### src/rtl/regfile_write_ctrl_if.sv
`default_nettype none
// +--------------------------------------------------------------------------+
// | Module   : regfile_write_ctrl_if                                         |
// | Brief    : Instruction handshake and register-file control bundle.       |
// | Revision : 1.0                                                           |
// +--------------------------------------------------------------------------+
interface regfile_write_ctrl_if #(
  parameter int DATA_W   = 16,
  parameter int NUM_REGS = 16
);
  logic                instr_valid;
  logic [15:0]         instr;
  logic                instr_ready;
  logic                busy;
  logic [3:0]          srcA_sel;
  logic [3:0]          srcB_sel;
  logic                imm_sel;
  logic [DATA_W-1:0]   imm;
  logic [7:0]          alu_op;
  logic [NUM_REGS-1:0] regEn;
  logic                flags_en;
  logic                done;

  modport master (
    output instr_valid, instr,
    input  instr_ready, busy, srcA_sel, srcB_sel, imm_sel, imm, alu_op,
           regEn, flags_en, done
  );

  modport slave (
    input  instr_valid, instr,
    output instr_ready, busy, srcA_sel, srcB_sel, imm_sel, imm, alu_op,
           regEn, flags_en, done
  );
endinterface
`default_nettype wire

### src/rtl/regfile_write_ctrl.sv
`default_nettype none
// +--------------------------------------------------------------------------+
// | Module   : regfile_write_ctrl                                            |
// | Brief    : CR16 instruction sequencer driving register-file selects and  |
// |            the one-hot write enable. Option: REGFILE_WRITE_CTRL_R0_PROTECT_EN |
// | Revision : 1.0                                                           |
// +--------------------------------------------------------------------------+
module regfile_write_ctrl #(
  parameter int DATA_W      = 16,
  parameter int NUM_REGS    = 16,
  parameter int EXEC_CYCLES = 1
) (
  input  wire logic           clk,
  input  wire logic           reset,
  regfile_write_ctrl_if.slave bus
);

  typedef enum logic [1:0] {
    S_IDLE      = 2'd0,
    S_DECODE    = 2'd1,
    S_EXECUTE   = 2'd2,
    S_WRITEBACK = 2'd3
  } state_t;

  localparam logic [3:0]          c_cnt_load = 4'(EXEC_CYCLES - 1);
  localparam logic [NUM_REGS-1:0] c_one      = {{(NUM_REGS-1){1'b0}}, 1'b1};

  state_t              r_state;
  state_t              w_next_state;
  logic [15:0]         r_instr;
  logic [3:0]          r_cnt;
  logic [3:0]          r_srcA_sel;
  logic [3:0]          r_srcB_sel;
  logic                r_imm_sel;
  logic [DATA_W-1:0]   r_imm;
  logic [7:0]          r_alu_op;
  logic [NUM_REGS-1:0] r_regEn;
  logic                r_flags_en;
  logic                r_done;
  logic                w_accept;
  logic                w_is_cmp;
  logic                w_is_nop;
  logic [NUM_REGS-1:0] w_wr_mask;

  assign w_accept = (r_state == S_IDLE) && bus.instr_valid;

  // Class decode works on the latched copy so bus changes while busy are ignored
  assign w_is_nop = (r_instr == 16'h0000);
  assign w_is_cmp = ((r_instr[15:12] == 4'h0) && (r_instr[7:4] == 4'hB)) ||
                    (r_instr[15:12] == 4'hB);

  always_comb begin
    w_wr_mask = '0;
    if (!w_is_cmp && !w_is_nop) begin
      w_wr_mask = c_one << r_instr[11:8];
    end
`ifdef REGFILE_WRITE_CTRL_R0_PROTECT_EN
    if (r_instr[11:8] == 4'd0) begin
      w_wr_mask = '0;
    end
`endif
  end

  always_ff @(posedge clk or negedge reset) begin
    if (!reset) begin
      r_state <= S_IDLE;
    end else begin
      r_state <= w_next_state;
    end
  end

  always_comb begin
    w_next_state = r_state;
    case (r_state)
      S_IDLE:      if (w_accept) w_next_state = S_DECODE;
      S_DECODE:    w_next_state = S_EXECUTE;
      S_EXECUTE:   if (r_cnt == 4'd0) w_next_state = S_WRITEBACK;
      S_WRITEBACK: w_next_state = S_IDLE;
      default:     w_next_state = S_IDLE;
    endcase
  end

  // Selects are registered at the accept edge so they are already valid in DECODE
  always_ff @(posedge clk or negedge reset) begin
    if (!reset) begin
      r_instr    <= '0;
      r_cnt      <= '0;
      r_srcA_sel <= '0;
      r_srcB_sel <= '0;
      r_imm_sel  <= 1'b0;
      r_imm      <= '0;
      r_alu_op   <= '0;
      r_regEn    <= '0;
      r_flags_en <= 1'b0;
      r_done     <= 1'b0;
    end else begin
      r_regEn    <= '0;
      r_flags_en <= 1'b0;
      r_done     <= 1'b0;
      case (r_state)
        S_IDLE: begin
          if (w_accept) begin
            r_instr    <= bus.instr;
            r_srcA_sel <= bus.instr[11:8];
            r_srcB_sel <= bus.instr[3:0];
            r_imm_sel  <= (bus.instr[15:12] != 4'h0);
            r_imm      <= {{(DATA_W-8){bus.instr[7]}}, bus.instr[7:0]};
            r_alu_op   <= {bus.instr[15:12], bus.instr[7:4]};
          end
        end
        S_DECODE: begin
          r_cnt <= c_cnt_load;
        end
        S_EXECUTE: begin
          if (r_cnt != 4'd0) begin
            r_cnt <= r_cnt - 4'd1;
          end else begin
            r_done     <= 1'b1;
            r_flags_en <= !w_is_nop;
            r_regEn    <= w_wr_mask;
          end
        end
        S_WRITEBACK: begin
          r_srcA_sel <= '0;
          r_srcB_sel <= '0;
          r_imm_sel  <= 1'b0;
          r_imm      <= '0;
          r_alu_op   <= '0;
        end
        default: ;
      endcase
    end
  end

  assign bus.instr_ready = (r_state == S_IDLE);
  assign bus.busy        = (r_state != S_IDLE);
  assign bus.srcA_sel    = r_srcA_sel;
  assign bus.srcB_sel    = r_srcB_sel;
  assign bus.imm_sel     = r_imm_sel;
  assign bus.imm         = r_imm;
  assign bus.alu_op      = r_alu_op;
  assign bus.regEn       = r_regEn;
  assign bus.flags_en    = r_flags_en;
  assign bus.done        = r_done;

endmodule
`default_nettype wire

### src/flat_wrapper.sv
// flat-port wrapper written by rule: the top's interface ports become plain ports
module regfile_write_ctrl_flat 
#(
  parameter int DATA_W      = 16,
  parameter int NUM_REGS    = 16,
  parameter int EXEC_CYCLES = 1
)
  (clk, reset, bus_instr_valid, bus_instr, bus_instr_ready, bus_busy, bus_srcA_sel, bus_srcB_sel, bus_imm_sel, bus_imm, bus_alu_op, bus_regEn, bus_flags_en, bus_done);
  regfile_write_ctrl_if #(.DATA_W(DATA_W), .NUM_REGS(NUM_REGS)) bus_i ();
  input  wire logic clk;
  input  wire logic reset;
  input wire logic [$bits(bus_i.instr_valid)-1:0] bus_instr_valid;
  input wire logic [$bits(bus_i.instr)-1:0] bus_instr;
  output wire logic [$bits(bus_i.instr_ready)-1:0] bus_instr_ready;
  output wire logic [$bits(bus_i.busy)-1:0] bus_busy;
  output wire logic [$bits(bus_i.srcA_sel)-1:0] bus_srcA_sel;
  output wire logic [$bits(bus_i.srcB_sel)-1:0] bus_srcB_sel;
  output wire logic [$bits(bus_i.imm_sel)-1:0] bus_imm_sel;
  output wire logic [$bits(bus_i.imm)-1:0] bus_imm;
  output wire logic [$bits(bus_i.alu_op)-1:0] bus_alu_op;
  output wire logic [$bits(bus_i.regEn)-1:0] bus_regEn;
  output wire logic [$bits(bus_i.flags_en)-1:0] bus_flags_en;
  output wire logic [$bits(bus_i.done)-1:0] bus_done;
  assign bus_i.instr_valid = bus_instr_valid;
  assign bus_i.instr = bus_instr;
  assign bus_instr_ready = bus_i.instr_ready;
  assign bus_busy = bus_i.busy;
  assign bus_srcA_sel = bus_i.srcA_sel;
  assign bus_srcB_sel = bus_i.srcB_sel;
  assign bus_imm_sel = bus_i.imm_sel;
  assign bus_imm = bus_i.imm;
  assign bus_alu_op = bus_i.alu_op;
  assign bus_regEn = bus_i.regEn;
  assign bus_flags_en = bus_i.flags_en;
  assign bus_done = bus_i.done;
  regfile_write_ctrl #(.DATA_W(DATA_W), .NUM_REGS(NUM_REGS), .EXEC_CYCLES(EXEC_CYCLES)) u_core (.clk(clk), .reset(reset), .bus(bus_i));
endmodule
### config.mk
export PLATFORM = sky130hd
export DESIGN_NAME = regfile_write_ctrl_flat
export DESIGN_NICKNAME = d
export VERILOG_FILES = /design/src/rtl/regfile_write_ctrl_if.sv /design/src/rtl/regfile_write_ctrl.sv /design/src/flat_wrapper.sv
export SDC_FILE = /design/constraint.sdc
export NUM_CORES = 1
export LEC_CHECK = 0
export BUFFER_PORTS_ARGS = -buffer_cell sky130_fd_sc_hd__buf_4
export CORE_MARGIN = 1.5
export CORE_UTILIZATION = 47
export DETAILED_ROUTE_END_ITERATION = 8
export PLACE_DENSITY = 0.77
export RECOVER_POWER = 50
export SYNTH_ARGS = -nofsm -noshare
export SYNTH_HDL_FRONTEND = slang
export SYNTH_SLANG_ARGS = --single-unit
### constraint.sdc
create_clock -name clk -period 1.7 [get_ports clk]
set_input_delay 0 -clock clk [delete_from_list [all_inputs] [get_ports clk]]
set_output_delay 0 -clock clk [all_outputs]
set_load 0.02 [all_outputs]
==> results.sh <==
export IMPL_synth_compound_area_frac=0.1611
export IMPL_critPathArrivalTime_ns=1.84
export IMPL_grt_pass1_wl_um=9625
export IMPL_grt_use_total=0.2102
export IMPL_drc=0
export IMPL_synth_xor_area_share=0
export IMPL_fin_nets=332
export IMPL_fin_skew_ns=0.006559
export IMPL_synth_edff_count=0
export IMPL_synth_area_leader_cell="dfrtp_1"
export IMPL_cts_buffers_inserted=9
export IMPL_instances_no_fill=383
export IMPL_ys_warn_count=0
export IMPL_endpoint="u_core.bus.regEn[0]$_DFF_PN0_"
export IMPL_clockBufferDepth=2
export IMPL_startpoint_type="flop"
export IMPL_clock_sinks=57
export IMPL_cts_clk_slew_worst_paths_ns=0.06
export IMPL_numPortBuffers=71
export IMPL_cts_max_level=3
export IMPL_cts_root_buffer="clkbuf_8"
export IMPL_hpwl_um=3937
export IMPL_worstPathCellList="or4_4 -> o31ai_4 -> buf_4 -> a211oi_1"
export IMPL_synth_area_um2=2601
export IMPL_rsz0062_at_grt="yes"
export IMPL_fp_dieW_um=77.40
export IMPL_synthAdderAreaFrac=0.02405
export IMPL_reg2reg_to="u_core.bus.regEn[0]$_DFF_PN0_"
export IMPL_diodes=0
export IMPL_vias=2057
export IMPL_clk_latency_ns=0.33
export IMPL_tightest_slew_ns=1.345
export IMPL_finalWirelength_um=5999
export IMPL_pin_count=72
export IMPL_cp_depth=4
export IMPL_ir_worst_vdd_mv=0.9977
export IMPL_synth_top_family_by_area="compound AO/OA/AOI/OAI gates"
export IMPL_syn_avg_cell_area_um2=11.88
export IMPL_rr_worst_depth=4
export IMPL_yosysMostFrequentCell="dfrtp_1"
export IMPL_synthToLayoutAreaGrowth_pct=35.83
export IMPL_synthCells=219
export IMPL_synth_area_leaders="dfrtp_1 (55%), mux2_2 (7.4%), o21ai_0 (4.6%)"
export IMPL_first_pass_iters=4
export IMPL_synth_seq_cells=57
export IMPL_grt_pass1_vias=2007
export IMPL_die_area_um2=5990
export IMPL_critPathBufInv=1
export IMPL_status="complete, no violations"
export IMPL_reg2reg_from="u_core.r_instr[8]$_DFFE_PN0P_"
export IMPL_hold_slack_ns=0.4660
export IMPL_yosys_area_top_type_share=0.5483
export IMPL_hp_class="primary input to flop"
export IMPL_required_ns=1.89
export IMPL_worstSetupEndpointType="flop"
export IMPL_synthArstFlopShare=1.000
export IMPL_crit_type="flop to flop"
export IMPL_grt_antenna_before_repair=0
export IMPL_yosysUniqueCellTypes=38
export IMPL_cap_violations=0
export IMPL_fmax_ghz=0.6058
export IMPL_wl_per_cell_um=15.66
export IMPL_grt_overflow_total=0
export IMPL_ys_top_cells_by_count="dfrtp_1 (57), o21ai_0 (24), nand2_1 (20), mux2_2 (17)"
export IMPL_drv_slew=0
export IMPL_cp_max_fo=6
export IMPL_core_area_um2=5205
export IMPL_synth_mux_area_frac=0.07359
export IMPL_die_y_um=77.40
export IMPL_drtAntennaViolNets=0
export IMPL_drive_gt1_frac=0.3610
export IMPL_fill_cells=399
export IMPL_min_period_ns=1.651
export IMPL_setup_violations=0
export IMPL_powerDensity_nw_per_um2=1711
export IMPL_synth_fp_nets=243
export IMPL_synth_simple_area_share=0.1203
export IMPL_synth_flop_cell="dfrtp_1"
export IMPL_rows=26
export IMPL_via_per_inst=5.371
export IMPL_crit_family="simple AND/OR/NAND/NOR gates"
export IMPL_slowest_delay_ns=0.54
export IMPL_critPathLaunch="u_core.r_instr[8]$_DFFE_PN0P_"
export IMPL_leakage_uw=0.001545
export IMPL_drtIter0Drc=131
export IMPL_finalHoldViolCount=0
export IMPL_grt_max_degree=58
export IMPL_start_util=0.4998
export IMPL_rrSetupSlack_ns=0.05
export IMPL_slowest_stage="or4_4"
export IMPL_synth_seq_area_share=0.5483
export IMPL_placedCellCount=347
export IMPL_tritoncts="done"
export IMPL_relSlewSlack=0.1036
export IMPL_gp_congestion=0.8001
export IMPL_period_share=0.9710
final cells by class:
| type | instances | area (µm²) | share of cell area |
|---|---|---|---|
| well taps | 70 | 87.58 | 0.02479 |
| repair buffers | 104 | 745.7 | 0.2110 |
| clock inverters | 2 | 35.03 | 0.009915 |
| multi-input cells | 131 | 1047 | 0.2964 |
| clock buffers | 14 | 172.7 | 0.04887 |
| inverters | 5 | 18.77 | 0.005312 |
| flip-flops and latches | 57 | 1426 | 0.4037 |
metal layers:
metal	share of wire	vias to the layer above	track usage
li1	-	967	-
met1	0.43	1000	0.2591
met2	0.50	83	0.3421
met3	0.064	7	0.05765
met4	0.010	0	0.1000
met5	0	-	0
tightest hold or removal path, stage by stage:
cell	delay, ns
dlygate4sd3_1	0.53
buf_4	0.11
mux2_2	0.13
state kept, by name, indices dropped and copies added, names as in the netlist:
signal               cells
u_core.bus.regEn        16
u_core.r_instr          16
u_core.bus.alu_op        8
u_core.bus.imm           4
u_core.bus.srcA_sel      4
u_core.r_cnt             4
u_core.r_state           2
u_core.bus.done          1
u_core.bus.flags_en      1
u_core.bus.imm_sel       1
cells in the final DEF, fill, tap and decap left out, drive strengths merged:
master | synthesis | layout
and4bb | 1 | 1
o31a | 1 | 1
a31oi | 1 | 1
or4 | 5 | 5
o21ai | 24 | 24
o31ai | 2 | 2
and2 | 1 | 1
ha | 5 | 5
nor4 | 4 | 4
buf | 21 | 61
nor3 | 5 | 5
clkbuf | 5 | 39
o22a | 1 | 1
dlygate4sd3 | 0 | 18
nor2b | 3 | 3
a22oi | 16 | 16
nand2b | 3 | 3
a211oi | 1 | 1
nand4b | 2 | 2
dfrtp | 57 | 57
inv | 4 | 4
nand3 | 2 | 2
clkinv | 1 | 2
a2111oi | 7 | 7
or3b | 1 | 1
nand2 | 21 | 21
a21boi | 1 | 1
or3 | 1 | 1
mux2 | 17 | 17
a21oi | 1 | 1
and3 | 1 | 1
bufinv | 0 | 1
or2 | 2 | 2
nor2 | 2 | 2
cells by family after synthesis:
kind of cell	Yosys count
buf+inv	31
flops	57
mux	17
simple gates	54
compound gates	55
fa+ha+maj	5
repair_timing:
action | in CTS | in global routing
hold buffers | 18 | 0
resized for setup | 1 | 7
setup endpoints to repair | 2 | 9
buffers inserted | 0 | 2
endpoints found under the hold margin | 89 | 0
pin swaps | 1 | 2
where the power goes:
part	internal (µW)	switching [µW]
registers	1760	327
clock network	796	501
logic	1120	1540
total	3680	2370
worst min-delay path by stage:
stage	start	endpoint	slack, ns	depth (start not counted)
2_1_floorplan	reset	u_core.bus.alu_op[0]$_DFFE_PN0P_	-0.30	0
3_3_place_gp	reset	u_core.bus.srcA_sel[1]$_DFFE_PN0P_	0.09	1
3_5_place_dp	reset	u_core.bus.srcA_sel[3]$_DFFE_PN0P_	0.09	1
4_1_cts	reset	u_core.r_instr[1]$_DFFE_PN0P_	0.28	2
5_1_grt	bus_instr[7]	u_core.r_instr[7]$_DFFE_PN0P_	0.46	3
6_report	bus_instr[2]	u_core.r_instr[2]$_DFFE_PN0P_	0.47	3
metrics by stage:
stage / TNS [ns] / setup WS [ns] / utilization / power (µW) / area, µm²
finish: 0 / 0.04931 / 0.6788 / 6045 / 3533
global route: -0.1826 / -0.07970 / 0.6788 / 6402 / 3533
CTS: 0 / 0.008082 / 0.6853 / 6019 / 3567
detailed placement: -0.003832 / -0.003832 / 0.6106 / 4684 / 3178
global placement: 0 / 0.05047 / 0.6106 / 4587 / 3178
floorplan: -0.001059 / -0.0005297 / - / 3830 / 2620
(Power assumes the default switching activity.)
